$ cat src/rtl/dmem_arbiter_pkg.sv
// dmem_arbiter_pkg
// Shared definitions for the data-memory arbiter slice.
//   dmem_state_e       : arbiter FSM encoding (DMEM_ARB / DMEM_LOCK)
//   OWN_CPU / OWN_DBG  : bit positions inside the read-owner register
//   DMEM_STARVE_LIMIT  : default number of cycles a debug request may lose
//   STARVE_CNT_W       : width of the starvation counter
package dmem_arbiter_pkg;

    typedef enum logic {
        DMEM_ARB  = 1'b0,
        DMEM_LOCK = 1'b1
    } dmem_state_e;

    localparam int OWN_CPU = 0;
    localparam int OWN_DBG = 1;

    localparam int DMEM_STARVE_LIMIT = 4;
    localparam int STARVE_CNT_W      = 4;

endpackage

$ cat src/rtl/dmem_arbiter_if.sv
// dmem_arbiter_if
// Bundles the CPU request port, the debug/loader request port and the
// single-ported data memory port seen by the arbiter.
//   slave  : arbiter view (takes requests and mem_rdata, drives grants/strobes)
//   master : environment view (requesters and memory)
interface dmem_arbiter_if #(
    parameter int ADDR_W = 12,
    parameter int DATA_W = 8
) ();

    logic              cpu_req;
    logic              cpu_wr;
    logic [ADDR_W-1:0] cpu_addr;
    logic [DATA_W-1:0] cpu_wdata;
    logic              cpu_gnt;
    logic [DATA_W-1:0] cpu_rdata;
    logic              cpu_rvld;

    logic              dbg_req;
    logic              dbg_wr;
    logic              dbg_lock;
    logic [ADDR_W-1:0] dbg_addr;
    logic [DATA_W-1:0] dbg_wdata;
    logic              dbg_gnt;
    logic [DATA_W-1:0] dbg_rdata;
    logic              dbg_rvld;

    logic              mem_en;
    logic              mem_rd;
    logic              mem_wr;
    logic [ADDR_W-1:0] mem_addr;
    logic [DATA_W-1:0] mem_wdata;
    logic [DATA_W-1:0] mem_rdata;

    modport slave (
        input  cpu_req, cpu_wr, cpu_addr, cpu_wdata,
        output cpu_gnt, cpu_rdata, cpu_rvld,
        input  dbg_req, dbg_wr, dbg_lock, dbg_addr, dbg_wdata,
        output dbg_gnt, dbg_rdata, dbg_rvld,
        output mem_en, mem_rd, mem_wr, mem_addr, mem_wdata,
        input  mem_rdata
    );

    modport master (
        output cpu_req, cpu_wr, cpu_addr, cpu_wdata,
        input  cpu_gnt, cpu_rdata, cpu_rvld,
        output dbg_req, dbg_wr, dbg_lock, dbg_addr, dbg_wdata,
        input  dbg_gnt, dbg_rdata, dbg_rvld,
        input  mem_en, mem_rd, mem_wr, mem_addr, mem_wdata,
        output mem_rdata
    );

endinterface

$ cat src/rtl/dmem_arbiter_starve_ctr.sv
// dmem_starve_ctr
// Saturating count of consecutive cycles a pending debug request lost to
// the CPU.
//   clk, reset_ : clock, asynchronous active-low reset
//   inc         : debug lost this cycle (saturates at STARVE_LIMIT)
//   clr         : debug granted or no longer requesting
//   hold        : freeze the count (arbiter in LOCK); wins over clr/inc
//   cnt         : current count
//   limit_hit   : count has reached STARVE_LIMIT
module dmem_starve_ctr
    import dmem_arbiter_pkg::*;
#(
    parameter int STARVE_LIMIT = DMEM_STARVE_LIMIT
) (
    input  logic                    clk,
    input  logic                    reset_,
    input  logic                    inc,
    input  logic                    clr,
    input  logic                    hold,
    output logic [STARVE_CNT_W-1:0] cnt,
    output logic                    limit_hit
);

    localparam logic [STARVE_CNT_W-1:0] LIMIT = STARVE_CNT_W'(STARVE_LIMIT);

    always_ff @(posedge clk or negedge reset_) begin
        if (!reset_) begin
            cnt <= '0;
        end else if (hold) begin
            cnt <= cnt;
        end else if (clr) begin
            cnt <= '0;
        end else if (inc && (cnt != LIMIT)) begin
            cnt <= cnt + 1'b1;
        end
    end

    assign limit_hit = (cnt == LIMIT);

endmodule

$ cat src/rtl/dmem_arbiter.sv
// dmem_arbiter
// Shares the single-ported data memory between the execute unit (CPU,
// fixed priority) and the debug/loader port. The debug port cannot lose
// more than STARVE_LIMIT cycles in a row, and can hold the memory across
// several cycles with dbg_lock. Read data comes back one cycle after the
// grant, qualified by a registered valid for the requester that read.
//   clk, reset_ : clock, asynchronous active-low reset
//   bus         : CPU port, debug port and memory port (slave modport)
//   lock_active : arbiter is in LOCK
module dmem_arbiter
    import dmem_arbiter_pkg::*;
#(
    parameter int STARVE_LIMIT = DMEM_STARVE_LIMIT,
    parameter int ADDR_W       = 12,
    parameter int DATA_W       = 8
) (
    input  logic           clk,
    input  logic           reset_,
    dmem_arbiter_if.slave  bus,
    output logic           lock_active
);

    dmem_state_e             state_q;
    dmem_state_e             state_d;
    logic                    cpu_gnt;
    logic                    dbg_gnt;
    logic                    win_wr;
    logic [ADDR_W-1:0]       win_addr;
    logic [DATA_W-1:0]       win_wdata;
    logic [1:0]              rd_owner_q;
    logic [STARVE_CNT_W-1:0] starve_cnt;
    logic                    starve_hit;

    dmem_starve_ctr #(
        .STARVE_LIMIT(STARVE_LIMIT)
    ) u_starve (
        .clk      (clk),
        .reset_   (reset_),
        .inc      (bus.dbg_req & cpu_gnt),
        .clr      (dbg_gnt | ~bus.dbg_req),
        .hold     (state_q == DMEM_LOCK),
        .cnt      (starve_cnt),
        .limit_hit(starve_hit)
    );

    always_ff @(posedge clk or negedge reset_) begin
        if (!reset_) begin
            state_q <= DMEM_ARB;
        end else begin
            state_q <= state_d;
        end
    end

    // In LOCK the exit cycle (dbg_lock sampled low) is still arbitrated
    // as LOCK; the CPU only sees the memory again on the following cycle.
    always_comb begin
        state_d = state_q;
        cpu_gnt = 1'b0;
        dbg_gnt = 1'b0;
        case (state_q)
            DMEM_ARB: begin
                cpu_gnt = bus.cpu_req && !(bus.dbg_req && starve_hit);
                dbg_gnt = !cpu_gnt && bus.dbg_req;
                if (dbg_gnt && bus.dbg_lock) begin
                    state_d = DMEM_LOCK;
                end
            end
            DMEM_LOCK: begin
                dbg_gnt = bus.dbg_req;
                if (!bus.dbg_lock) begin
                    state_d = DMEM_ARB;
                end
            end
            default: begin
                state_d = DMEM_ARB;
            end
        endcase
    end

    // Winner's fields steer the memory; everything is zero when idle.
    always_comb begin
        win_wr    = 1'b0;
        win_addr  = '0;
        win_wdata = '0;
        if (cpu_gnt) begin
            win_wr    = bus.cpu_wr;
            win_addr  = bus.cpu_addr;
            win_wdata = bus.cpu_wdata;
        end else if (dbg_gnt) begin
            win_wr    = bus.dbg_wr;
            win_addr  = bus.dbg_addr;
            win_wdata = bus.dbg_wdata;
        end
    end

    // Remembers who issued this cycle's read so the returning data is
    // delivered to that requester only; writes leave no owner.
    always_ff @(posedge clk or negedge reset_) begin
        if (!reset_) begin
            rd_owner_q <= '0;
        end else begin
            rd_owner_q[OWN_CPU] <= cpu_gnt & ~bus.cpu_wr;
            rd_owner_q[OWN_DBG] <= dbg_gnt & ~bus.dbg_wr;
        end
    end

    assign bus.cpu_gnt   = cpu_gnt;
    assign bus.dbg_gnt   = dbg_gnt;
    assign bus.mem_en    = cpu_gnt | dbg_gnt;
    assign bus.mem_rd    = (cpu_gnt | dbg_gnt) & ~win_wr;
    assign bus.mem_wr    = (cpu_gnt | dbg_gnt) & win_wr;
    assign bus.mem_addr  = win_addr;
    assign bus.mem_wdata = win_wdata;

    assign bus.cpu_rvld  = rd_owner_q[OWN_CPU];
    assign bus.dbg_rvld  = rd_owner_q[OWN_DBG];
    assign bus.cpu_rdata = rd_owner_q[OWN_CPU] ? bus.mem_rdata : '0;
    assign bus.dbg_rdata = rd_owner_q[OWN_DBG] ? bus.mem_rdata : '0;

    assign lock_active   = (state_q == DMEM_LOCK);

endmodule

$ cat src/flat_wrapper.sv
// flat-port wrapper written by rule: the top's interface ports become plain ports
module dmem_arbiter_flat import dmem_arbiter_pkg::*;
#(
    parameter int STARVE_LIMIT = DMEM_STARVE_LIMIT,
    parameter int ADDR_W       = 12,
    parameter int DATA_W       = 8
)
  (clk, reset_, lock_active, bus_cpu_req, bus_cpu_wr, bus_cpu_addr, bus_cpu_wdata, bus_cpu_gnt, bus_cpu_rdata, bus_cpu_rvld, bus_dbg_req, bus_dbg_wr, bus_dbg_lock, bus_dbg_addr, bus_dbg_wdata, bus_dbg_gnt, bus_dbg_rdata, bus_dbg_rvld, bus_mem_en, bus_mem_rd, bus_mem_wr, bus_mem_addr, bus_mem_wdata, bus_mem_rdata);
  dmem_arbiter_if #(.ADDR_W(ADDR_W), .DATA_W(DATA_W)) bus_i ();
  input  logic clk;
  input  logic reset_;
  output logic lock_active;
  input wire logic [$bits(bus_i.cpu_req)-1:0] bus_cpu_req;
  input wire logic [$bits(bus_i.cpu_wr)-1:0] bus_cpu_wr;
  input wire logic [$bits(bus_i.cpu_addr)-1:0] bus_cpu_addr;
  input wire logic [$bits(bus_i.cpu_wdata)-1:0] bus_cpu_wdata;
  output wire logic [$bits(bus_i.cpu_gnt)-1:0] bus_cpu_gnt;
  output wire logic [$bits(bus_i.cpu_rdata)-1:0] bus_cpu_rdata;
  output wire logic [$bits(bus_i.cpu_rvld)-1:0] bus_cpu_rvld;
  input wire logic [$bits(bus_i.dbg_req)-1:0] bus_dbg_req;
  input wire logic [$bits(bus_i.dbg_wr)-1:0] bus_dbg_wr;
  input wire logic [$bits(bus_i.dbg_lock)-1:0] bus_dbg_lock;
  input wire logic [$bits(bus_i.dbg_addr)-1:0] bus_dbg_addr;
  input wire logic [$bits(bus_i.dbg_wdata)-1:0] bus_dbg_wdata;
  output wire logic [$bits(bus_i.dbg_gnt)-1:0] bus_dbg_gnt;
  output wire logic [$bits(bus_i.dbg_rdata)-1:0] bus_dbg_rdata;
  output wire logic [$bits(bus_i.dbg_rvld)-1:0] bus_dbg_rvld;
  output wire logic [$bits(bus_i.mem_en)-1:0] bus_mem_en;
  output wire logic [$bits(bus_i.mem_rd)-1:0] bus_mem_rd;
  output wire logic [$bits(bus_i.mem_wr)-1:0] bus_mem_wr;
  output wire logic [$bits(bus_i.mem_addr)-1:0] bus_mem_addr;
  output wire logic [$bits(bus_i.mem_wdata)-1:0] bus_mem_wdata;
  input wire logic [$bits(bus_i.mem_rdata)-1:0] bus_mem_rdata;
  assign bus_i.cpu_req = bus_cpu_req;
  assign bus_i.cpu_wr = bus_cpu_wr;
  assign bus_i.cpu_addr = bus_cpu_addr;
  assign bus_i.cpu_wdata = bus_cpu_wdata;
  assign bus_cpu_gnt = bus_i.cpu_gnt;
  assign bus_cpu_rdata = bus_i.cpu_rdata;
  assign bus_cpu_rvld = bus_i.cpu_rvld;
  assign bus_i.dbg_req = bus_dbg_req;
  assign bus_i.dbg_wr = bus_dbg_wr;
  assign bus_i.dbg_lock = bus_dbg_lock;
  assign bus_i.dbg_addr = bus_dbg_addr;
  assign bus_i.dbg_wdata = bus_dbg_wdata;
  assign bus_dbg_gnt = bus_i.dbg_gnt;
  assign bus_dbg_rdata = bus_i.dbg_rdata;
  assign bus_dbg_rvld = bus_i.dbg_rvld;
  assign bus_mem_en = bus_i.mem_en;
  assign bus_mem_rd = bus_i.mem_rd;
  assign bus_mem_wr = bus_i.mem_wr;
  assign bus_mem_addr = bus_i.mem_addr;
  assign bus_mem_wdata = bus_i.mem_wdata;
  assign bus_i.mem_rdata = bus_mem_rdata;
  dmem_arbiter #(.STARVE_LIMIT(STARVE_LIMIT), .ADDR_W(ADDR_W), .DATA_W(DATA_W)) u_core (.clk(clk), .reset_(reset_), .bus(bus_i), .lock_active(lock_active));
endmodule
$ cat config.mk
export PLATFORM = sky130hd
export DESIGN_NAME = dmem_arbiter_flat
export DESIGN_NICKNAME = d
export VERILOG_FILES = /design/src/rtl/dmem_arbiter_pkg.sv /design/src/rtl/dmem_arbiter_if.sv /design/src/rtl/dmem_arbiter_starve_ctr.sv /design/src/rtl/dmem_arbiter.sv /design/src/flat_wrapper.sv
export SDC_FILE = /design/constraint.sdc
export NUM_CORES = 1
export LEC_CHECK = 0
export ABC_AREA = 1
export BUFFER_PORTS_ARGS = -buffer_cell sky130_fd_sc_hd__clkbuf_2
export CAP_MARGIN = 0
export CORE_UTILIZATION = 33
export DETAILED_ROUTE_END_ITERATION = 6
export GPL_TIMING_DRIVEN = 0
export HOLD_SLACK_MARGIN = 0.15
export PLACE_DENSITY = 0.82
export SLEW_MARGIN = 15
export SYNTH_ARGS = -nofsm -noshare
export SYNTH_HDL_FRONTEND = slang
export SYNTH_SLANG_ARGS = --single-unit
$ cat constraint.sdc
create_clock -name clk -period 1.8 [get_ports clk]
set_input_delay 0.18 -clock clk [delete_from_list [all_inputs] [get_ports clk]]
set_output_delay 0.18 -clock clk [all_outputs]
set_load 0.02 [all_outputs]
# == Word level (Yosys, flattened, before mapping) ==
# Index checks and enable logic that the tools add are counted.
# W data, S select, Z words.
# word_totals
romBits,0
regBits,7
mem_count,0
latch_bits,0
in_bits,55
ramBits,0
out_inout_bits,44
wordCells,42
# classes
muxes,15
add_sub_neg,1
bitwise,12
n_shift,0
magnitude_cmp,0
n_reduce_logical,9
multipliers,0
eq_ne,2
div,0
# ops
operator,count
$mux W8,4
$mux W12,2
$mux W4,2
$and A1 B1 Y1,5
$logic_and A1 B1 Y1,5
$mux W1,5
$not A1 Y1,5
$add A4 B1 Y4 const B,1
$eq A4 B3 Y1 const B,1
$ne A4 B3 Y1 const B,1
$pmux W1 S2,2
$logic_not A1 Y1,2
$or A1 B1 Y1,2
$reduce_and A2 Y1,1
$reduce_bool A2 Y1,1

# == Longest topological paths before layout ==
# depth
ltp_word,11
mapped_depth,10
mapped_depth_nobuf,9

# == By module ==
# Synthesis repeated with hierarchy kept, for this count alone.
# unflattened
hier_cells,163
hier_area_um2,932.1
# by_module_without_submodules
module,cells_per_inst,seq_area_each_um2,area_per_inst_um2,n_inst
dmem_arbiter,125,75.1,650.6,1
dmem_starve_ctr,38,100.1,281.5,1

# == Least setup slack after synthesis ==
# OpenSTA, ideal clock, no wires.
# synth_timing
path_kind,register -> output
start,reg u_core.u_starve.cnt[0]
end,out bus_mem_addr[0]
path_stages_with_launch,11
n_path_buf,1
t_arrival_ps,1320
slack_ps,300
t_required_ps,1620
path_cell_list,dfrtp_1 -> inv_1 -> ha_1 -> nand2_1 -> inv_1 -> nand2_2 -> nand2_4 -> inv_2 -> buf_6 -> nand2_1 -> nand2_1
# synth_via
word_cells_on_any_way,10
cone_classes,eq/ne (1); mux (4); reduce/logical (5)
# synth_lines
element,line,rtl
from (decl),dmem_arbiter_starve_ctr.sv:20,"output logic [STARVE_CNT_W-1:0] cnt,"
from (signal assigned),dmem_arbiter_starve_ctr.sv:30,cnt <= cnt;
from (signal assigned),dmem_arbiter_starve_ctr.sv:34,cnt <= cnt + 1'b1;
$eq A4 B3 Y1,dmem_arbiter_starve_ctr.sv:38,assign limit_hit = (cnt == LIMIT);
$logic_and A1 B1 Y1,dmem_arbiter.sv:62,cpu_gnt = bus.cpu_req && !(bus.dbg_req && starve_hit);
$logic_not A1 Y1,dmem_arbiter.sv:62,
$logic_and A1 B1 Y1,dmem_arbiter.sv:62,
$mux W1,dmem_arbiter.sv:60,case (state_q)
net bus_cpu_gnt,flat_wrapper.sv:17,output wire logic [$bits(bus_i.cpu_gnt)-1:0] bus_cpu_gnt;
$mux W12,dmem_arbiter.sv:85,if (cpu_gnt) begin
to (decl),flat_wrapper.sv:31,output wire logic [$bits(bus_i.mem_addr)-1:0] bus_mem_addr;
# The timed path passes the listed nets, and every way through them passes these cells.

# == Final worst setup path ==
# layout_timing
start,reg u_core.u_starve.cnt[0]
end,out bus_mem_addr[4]
# layout_via
elab_chain_len,9
word_cells_on_any_way,10
cone_classes,eq/ne (1); mux (4); reduce/logical (5)
# layout_lines
element,line,rtl
$eq A4 B3 Y1 *,dmem_arbiter_starve_ctr.sv:38,
$logic_and A1 B1 Y1 *,dmem_arbiter.sv:62,
$logic_not A1 Y1 *,dmem_arbiter.sv:62,
$logic_and A1 B1 Y1 *,dmem_arbiter.sv:62,
$logic_not A1 Y1,dmem_arbiter.sv:63,dbg_gnt = !cpu_gnt && bus.dbg_req;
$logic_and A1 B1 Y1,dmem_arbiter.sv:63,
$pmux W1 S2,dmem_arbiter.sv:60,
$mux W12,dmem_arbiter.sv:89,end else if (dbg_gnt) begin
$mux W12 *,dmem_arbiter.sv:85,
# Every way passes the cells marked *; elsewhere a longest branch is shown, timed or not.

==> key figures <==
Run status
  – Status: finished with violations
  – Failing checks: negative setup slack

Synth
  – Synth Register Bits: 7
  – Synth warn: 0
  – Yosys top cell by area: nand2_1
  – Unique masters post-synth: 17
  – Dominant cells by area after synthesis: nand2_1 (31%), dfrtp_1 (21%), nand3_1 (14%), inv_1 (12%), ha_1 (3.0%)
  – Compound-Gate Fraction of Synth Area: 0.0300
  – Cells after Synth: 153
  – Syn nets: 210
  – Area share of fa/ha/maj cells after synthesis: 0.0300
  – Xor/xnor share of the synthesized area: 0.0105
  – Largest family of logic cells by synthesized area: simple AND/OR/NAND/NOR gates
  – Sequential share of the synthesized area: 0.210
  – Synth top area share: 0.310
  – Multiplexer area fraction after synthesis: 0
  – Mapped cell area: around 830 µm²
  – Post-synthesis simple-gate area fraction: 0.514
  – Mapped Avg Cell Area: between 5 and 6 µm²

Layout
  – Layout fillers: approximately 220
  – Fraction of layout instances using a drive strength above 1: 0.479
  – Register area: about 180 µm²
  – Area taken by multi-input logic gates: approximately 500 µm²
  – Post-route insts no fill: 291
  – # diodes: 0
  – Nets@finish: 321
  – Most frequent cells in the layout: clkbuf_2 (75), nand2_1 (67), inv_1 (27), nand3_1 (23), buf_6 (20)
  – Syn-to-layout area delta: 88.9%
  – Commonest non-fill, non-tap cell in the layout: clkbuf_2

Die
  – Initial Util: 0.363
  – Row count: 17
  – IO Pins: 99
  – Die width: approximately 52 µm
  – Core area: about 2300 µm²
  – Die area: 2730 µm²
  – Die Span Y: ~52 µm

STA
  – Unrepaired setup endpoints after global routing: true
  – Least-Margin Pin Slew: roughly 310 ps
  – Hold Fails Final Rpt: 0
  – Fmax: roughly 0.55 GHz
  – Slew Limit Fails: 0
  – Setup violators final: 2
  – Worst slew margin: 0.791
  – Minimum clock period: 1820 ps
  – PnR worst setup slack: -19.5 ps
  – Clock Skews: around 3.3 ps
  – Period utilization: 1.01
  – Setup TNS: -26.4 ps

Power
  – Pwr dens: 468 nW/µm²
  – Worst vdd ir: 0.000330 V
  – Pleak: around 0.0011 µW

Global routing
  – Initial antenna violation count: 0
  – Overall Global Routing Usage: 0.191
  – Largest net degree at the start of global routing: 11
  – Vias in the first global route: ~1100
  – Total gr overflow: 0
  – First-pass GRT wire length: roughly 4000 µm

Placed design
  – IO Port Bufs: between 90 and 100
  – Routability congestion estimate: approximately 0.71
  – HPWL after DPL: 2150 µm
  – Placed insts: around 280

Route
  – Routed via count: between 1000 and 1500
  – Drc violations: 0
  – Final WL: between 2000 and 3000 µm
  – Drt wl/cell: roughly 9.9 µm
  – Drt first-iter violations: 28
  – Via density: around 4.4
  – Routed Antenna Nets: 0
  – Pre-antenna DRT Iters: 4

Flow run
  – Max Cap Viol: 0

Worst setup path
  – WP data arrival: 1640 ps
  – Crit end category: output port
  – Crit path cell chain: inv_1 > ha_2 > nand2_1 > inv_1 > nand2_2 > nand2_4 > inv_4 > buf_6 > nand2_1 > nand2_1 > buf_6
  – CP Buf/Inv Count: 5
  – Crit path largest cell delay: 400 ps
  – Slowest CP cell: dfrtp_1
  – Most frequent CP cell: nand2_1
  – Worst EP required: between 1500 and 2000 ps
  – Setup crit start kind: flop
  – Critical Path Fanout Max: 10
  – Family with the most delay on the worst path: buffers and inverters
  – Crit path kind: reg2out

Clock network
  – CTS tree: done
  – Skew-Pair Late Insertion Delay: around 250 ps
  – Clock root buffer: clkbuf_4
  – Clock Pin Slew Worst Setup and Hold Paths: roughly 50 ps
  – CTS Buffer Depth: 2
  – CTS sink cnt: 7
  – Htree depth: 1
  – TritonCTS Buffers: 3

Worst hold path
  – Worst hold-check path type: in2reg
-- cells in the mapped netlist, drive strengths merged --
master and n:
xnor2 1, nand3 24, nand2 71, ha 2, dfrtp 7, o21ai 5, buf 7, nand3b 1
nor2 3, nand4 1, clkbuf 2, inv 29
-- repair_timing --
action / 4_1_cts / 5_1_grt
gates cloned: 0 / 1
hold endpoints to repair: 7 / 0
pin swaps: 0 / 4
setup endpoints to repair: 20 / 25
setup buffers: 5 / 2
hold buffers: 1 / 0
resized for setup: 4 / 59
-- path summary, 6_finish.rpt --
kind	startpoint	to	slack (ps)	depth (start not counted)
max	u_core.u_starve.cnt[0]	bus_mem_addr[4]	-20	11
max reg2reg	u_core.u_starve.cnt[0]	u_core.lock_active	400	10
max in group asynchronous	reset_	u_core.rd_owner_q[1]	1340	2
min in group asynchronous	reset_	u_core.u_starve.cnt[0]	290	2
min reg2reg	u_core.u_starve.cnt[3]	u_core.u_starve.cnt[3]	590	2
min	bus_dbg_lock	u_core.lock_active	210	3
-- flip-flops by register name, indices dropped and copies added (netlist names) --
| signal | count |
|---|---|
| u_core.rd_owner_q | 2 |
| u_core.u_starve.cnt | 4 |
| u_core.lock_active | 1 |
-- area by class of cell --
type | count | share of cell area
Timing Repair Buffer | 106 | 0.417
Inverter | 29 | 0.0706
Clock buffer | 4 | 0.0167
Sequential cell | 7 | 0.111
Multi-Input combinational cell | 108 | 0.317
Buffer | 9 | 0.0444
Tap cell | 28 | 0.0222
-- power by group --
part	internal (µW)	total, µW	switching (µW)
sequential	165	171	6.73
clock	84.5	141	56.8
combinational	195	425	230
total	445	738	293
-- layer usage --
metal	wire length [µm]	global-route usage
met1	1070	0.219
met3	250	0.0203
met5	0	0
met4	55	0.0570
met2	1490	0.363
-- worst register-to-register path: cells and delay by family, from the launching register on --
kind / cells / cell delay [ps]
fa+ha+maj: 1 / 170
flops: 1 / 400
buf+inv: 5 / 440
simple gates: 4 / 320
-- through the flow --
step	instance area (µm²)	hold WS, ps	total power, µW	setup WS, ps	utilization
3_3_place_gp	1360	21.4	519	164	0.590
4_1_cts	1440	175	682	9.18	0.627
6_report	1580	210	738	-19.5	0.686
3_5_place_dp	1360	22.3	522	141	0.590
5_1_grt	1580	197	794	-132	0.686
2_1_floorplan	835	-116	380	300	-
-- logic make-up after synthesis --
kind of cell,after synthesis
adder cells (fa/ha/maj),2
AO/OA/AOI/OAI,5
XOR/XNOR,1
flip-flops,7
buffers and inverters,38
AND/OR/NAND/NOR,100
Power figures use the tool's default switching activity.
